## src/rtl/mod_n_up_down_counter.sv

```systemverilog
// ---------------------------------------------------------------------------
// mod_n_up_down_counter
//   Modulo-N synchronous up/down counter with count enable, synchronous clear,
//   parallel load, terminal count and a carry/borrow pulse for cascading.
//   Stages chain by wiring co of one stage to en of the next.
//
// Parameters
//   WIDTH    counter width in bits
//   MODULUS  count range 0..MODULUS-1, 2 <= MODULUS <= 2**WIDTH
//
// Ports
//   clk   in   rising-edge clock
//   rst   in   asynchronous reset, active-high (q=0, qb=all ones)
//   en    in   count enable
//   clr   in   synchronous clear (highest priority)
//   load  in   synchronous load of d (out-of-range d loads 0)
//   M     in   direction: 0 = up, 1 = down
//   d     in   load value
//   q     out  registered count
//   qb    out  registered complement of q
//   tc    out  terminal count for the current direction (combinational)
//   co    out  carry/borrow pulse, asserted in the cycle whose edge wraps
//
// Configuration
//   MOD_COUNTER_SAT_EN  when defined, counting saturates at the range ends
//                       instead of wrapping and co is tied low.
// ---------------------------------------------------------------------------
module mod_n_up_down_counter #(
  parameter int WIDTH   = 4,
  parameter int MODULUS = 12
) (
  input  logic             clk,
  input  logic             rst,
  input  logic             en,
  input  logic             clr,
  input  logic             load,
  input  logic             M,
  input  logic [WIDTH-1:0] d,
  output logic [WIDTH-1:0] q,
  output logic [WIDTH-1:0] qb,
  output logic             tc,
  output logic             co
);

  localparam logic [WIDTH-1:0] MAX_V = WIDTH'(MODULUS - 1);
  // One extra bit so MODULUS == 2**WIDTH is representable for the load check.
  localparam logic [WIDTH:0]   MOD_X = (WIDTH+1)'(MODULUS);

  if (MODULUS < 2 || MODULUS > (1 << WIDTH)) begin : g_bad_modulus
    $error("mod_n_up_down_counter: MODULUS %0d outside [2, 2**WIDTH]", MODULUS);
  end

  logic [WIDTH-1:0] cnt_q, cnt_d;
  logic [WIDTH-1:0] qb_q;
  logic             at_max, at_zero, d_ok;

  assign at_max  = (cnt_q == MAX_V);
  assign at_zero = (cnt_q == '0);
  assign d_ok    = ({1'b0, d} < MOD_X);

  // End-of-range values: wrap to the other end, or stick when saturating.
`ifdef MOD_COUNTER_SAT_EN
  localparam logic [WIDTH-1:0] UP_END = MAX_V;
  localparam logic [WIDTH-1:0] DN_END = '0;
`else
  localparam logic [WIDTH-1:0] UP_END = '0;
  localparam logic [WIDTH-1:0] DN_END = MAX_V;
`endif

  // Priority clr > load > en > hold. d only reaches cnt_d through the load
  // branch, so an undriven d cannot pollute the count.
  always_comb begin
    cnt_d = cnt_q;
    if (clr) begin
      cnt_d = '0;
    end else if (load) begin
      cnt_d = d_ok ? d : '0;
    end else if (en) begin
      if (!M) cnt_d = at_max  ? UP_END : cnt_q + WIDTH'(1);
      else    cnt_d = at_zero ? DN_END : cnt_q - WIDTH'(1);
    end
  end

  // qb is registered from ~cnt_d so it changes on exactly the same edge as q.
  always_ff @(posedge clk or posedge rst) begin
    if (rst) begin
      cnt_q <= '0;
      qb_q  <= '1;
    end else begin
      cnt_q <= cnt_d;
      qb_q  <= ~cnt_d;
    end
  end

  assign q  = cnt_q;
  assign qb = qb_q;
  assign tc = (~M & at_max) | (M & at_zero);

`ifdef MOD_COUNTER_SAT_EN
  assign co = 1'b0;
`else
  assign co = tc & en & ~clr & ~load;
`endif

endmodule

```

## config.mk

```make
export PLATFORM = sky130hd
export DESIGN_NAME = mod_n_up_down_counter
export DESIGN_NICKNAME = d
export VERILOG_FILES = /design/src/rtl/mod_n_up_down_counter.sv
export SDC_FILE = /design/constraint.sdc
export NUM_CORES = 1
export LEC_CHECK = 0
export ABC_CLOCK_PERIOD_IN_PS = 1770
export CAP_MARGIN = 20
export CORE_UTILIZATION = 40
export DETAILED_ROUTE_END_ITERATION = 10
export MAX_ROUTING_LAYER = met4
export PLACE_DENSITY_LB_ADDON = 0.1
export RECOVER_POWER = 50
export SLEW_MARGIN = 40
export SYNTH_ARGS = -nofsm -noshare
export SYNTH_HDL_FRONTEND = slang
export SYNTH_SLANG_ARGS = --single-unit
export TNS_END_PERCENT = 1
```

## constraint.sdc

```tcl
create_clock -name clk -period 1.77 [get_ports clk]
set_input_delay 0.177 -clock clk [delete_from_list [all_inputs] [get_ports clk]]
set_output_delay 0.177 -clock clk [all_outputs]
set_load 0.005 [all_outputs]
```

==> results.json <==
{
  "synth_top_area_share_pct": 18.0,
  "avgSynthCellArea_um2": 9.11,
  "fin_ws_ps": -3.14,
  "tritoncts_num_sinks": 8,
  "end_kind": "flop",
  "globalplace.congestion": 0.777,
  "status": "complete, but fails checks",
  "first_pass_iters": 4,
  "power.static_leakage_nw": 0.408,
  "crit_path_max_fanout": 4,
  "grt_pass1_wl_um": 2400,
  "die_h_um": 40.2,
  "root_buffer": "clkbuf_4",
  "grt_pass1_vias": 591,
  "worstSetupStartpointType": "flop",
  "ys_top_cells_by_area": "dfstp_2 (18%), dfrtp_1 (17%), nor2_1 (4.5%)",
  "setup_violations": 1,
  "nets": 115,
  "first_iter_violations": 4,
  "dieWidth_um": 40.2,
  "start_util_pct": 43.7,
  "rows": 13,
  "rr_worst_depth": 10,
  "syn_inst": 64,
  "coreArea_um2": 1330,
  "cts.clk_slew.worst_paths_ps": 50,
  "finalCritPeriodShare_pct": 100,
  "ant_nets": 0,
  "tritoncts": "done",
  "design_area_um2": 955,
  "vias": 622,
  "antenna_found_initial": 0,
  "fin_cells": 117,
  "swShare_pct": 27.0,
  "hold_slack_ps": 301,
  "htreeDepth": 1,
  "grtUsageTotal_pct": 23.3,
  "maxSlewViolCount": 0,
  "switchingPower_w": 0.000153,
  "n_antenna_cell": 0,
  "violations": "setup timing",
  "met2_usage_pct": 43.5,
  "yosysTopAreaCell": "dfstp_2",
  "dp.cells": 106,
  "clock_latency_ps": 250,
  "ys_types": 33,
  "area_growth_pct": 63.7,
  "rsz0062_at_grt": "yes",
  "max_freq_mhz": 564,
  "path_class": "flop to flop",
  "busiest_layer": "met2",
  "cap_viol_max_count": 0,
  "gr-total-overflow": 0,
  "synth_edf_count": 0,
  "fin_skew_ps": 2.51,
  "yosysSeqAreaShare_pct": 35.2,
  "drive_gt1_share_pct": 38.2,
  "ys.flop_type": "dfstp_2",
  "syn-num-nets": 76,
  "wire_per_inst_um": 13.1,
  "tightestPinTransition_ps": 448,
  "powerDensity_nw_per_um2": 595,
  "power.share.clock_pct": 25.1,
  "slew_headroom_pct": 69.7,
  "grt_max_degree": 11,
  "die-area_um2": 1610,
  "wl_um": 1530,
  "grtUsageMet3_pct": 6.67,
  "ys_seq_elements": 8,
  "ctsHoldBuffers": 0,
  "route.detailed.drc": 0,
  "worst_hold_path_type": "input port to async pin",
  "yosys_warnings": 0,
  "dpl.hpwl_um": 1100,
  "num-fill-cells": 122,
  "crit_arrival_ps": 1960,
  "cp.required_ps": 1960,
  "synth.cell_area_um2": 583,
  "seq_power_share_pct": 37.6,
  "numCtsBuffers": 3,
  "min_period_ps": 1770,
  "cts_max_path_buffers": 2,
  "vias_per_cell": 5.32,
  "port_buffers": 19,
  "p_int_w": 0.000414,
  "peakVddDrop_uv": 362,
  "combPwrFrac_pct": 37.3,
  "use_met1_pct": 25.6,
  "async_reset_ff_share_pct": 100,
  "tns_ps": -3.14,
  "hold_viol": 0,
  "place_area_um2": 860,
  "pin_count": 20
}
-- registers in the layout (all words and copies together), names as in the netlist --
| name | count |
|---|---|
| q | 4 |
| qb | 4 |
-- final cells by class --
cell class	instances	area (um^2)	share of cell area, %
multi-input cells	47	357	37.4
repair buffers	39	333	34.9
flip-flops and latches	8	205	21.5
clock buffers	4	26.3	2.75
well taps	15	18.8	1.97
inverters	4	15.0	1.57
-- path summary, 6_finish.rpt --
check,slack [ps],endpoint,startpoint
setup / recovery,-3,q[3]$_DFF_PP0_,q[0]$_DFF_PP0_
hold / removal,300,q[3]$_DFF_PP0_,rst
setup reg to reg,-3,q[3]$_DFF_PP0_,q[0]$_DFF_PP0_
hold reg to reg,800,qb[3]$_DFF_PP1_,q[1]$_DFF_PP0_
max in group asynchronous,1190,qb[2]$_DFF_PP1_,rst
min in group clk,590,qb[0]$_DFF_PP1_,d[0]
-- kinds of logic after synthesis --
family | Yosys count | share of synthesized area [%]
AO/OA/AOI/OAI | 19 | 23.2
XOR/XNOR | 1 | 1.50
adder cells (fa/ha/maj) | 2 | 4.29
buffers and inverters | 9 | 7.72
flip-flops | 8 | 35.2
multiplexers | 1 | 1.93
AND/OR/NAND/NOR | 24 | 26.2
-- repair_timing --
action	4_1_cts	5_1_grt
pin swaps	4	4
resized for setup	11	2
cloned	0	0
setup endpoints to repair	2	3
hold endpoints to repair	0	0
buffers inserted	8	1
-- power by group through the flow --
stage / clock [W] / sequential (W) / combinational, W
floorplan: 0 / 0.000215 / 0.0000885
global placement: 0 / 0.000215 / 0.000183
detailed placement: 0 / 0.000215 / 0.000185
CTS: 0.000149 / 0.000213 / 0.000206
global route: 0.000165 / 0.000215 / 0.000232
finish: 0.000143 / 0.000213 / 0.000212
-- layer usage --
layer  vias to the layer above  share of wire, %
met5                         -                 0
met1                       294                45
met2                        18                52
met4                         0                 0
met3                         0               2.6
li1                        310                 -
-- stage by stage --
step           power, W  util, %  setup WS (ps)
2_1_floorplan  0.000303        -            208
3_3_place_gp   0.000398     64.4           -216
3_5_place_dp   0.000400     64.4           -236
4_1_cts        0.000569     70.4          -20.5
5_1_grt        0.000612     71.6           -130
6_report       0.000568     71.6          -3.14
-- Yosys cell counts (2+ instances only) --
| library cell | n |
|---|---|
| a21oi_1 | 3 |
| a31oi_1 | 4 |
| clkbuf_1 | 3 |
| dfrtp_1 | 4 |
| dfstp_2 | 4 |
| ha_1 | 2 |
| inv_1 | 4 |
| nand2_1 | 4 |
| nand3b_1 | 3 |
| nor2_1 | 7 |
| nor2b_1 | 2 |
| o211ai_1 | 2 |
| o21a_1 | 2 |
-- worst max-delay path, cell delays in order, from the launching register on --
cell,delay (ps)
dfrtp_1,420
inv_2,80
buf_4,130
buf_4,120
buf_4,120
buf_4,120
buf_4,120
buf_4,130
o211ai_1,130
and4b_1,230
a21o_1,110
-- cells in the final DEF, fill, tap and decap left out, types with 2 or more instances in the layout --
cell type,netlist,routed
dfstp_2,4,4
nand2_1,4,3
a21oi_1,3,3
o21a_1,2,2
clkbuf_4,0,3
dfrtp_1,4,4
dlygate4sd3_1,0,4
clkdlybuf4s50_1,0,13
nand3b_1,3,3
inv_2,0,2
a31oi_1,4,4
buf_4,1,21
o211ai_1,2,2
nor2_1,7,6
nor2b_1,2,2
inv_1,4,2
No activity file was read; power rests on OpenSTA's default activity.
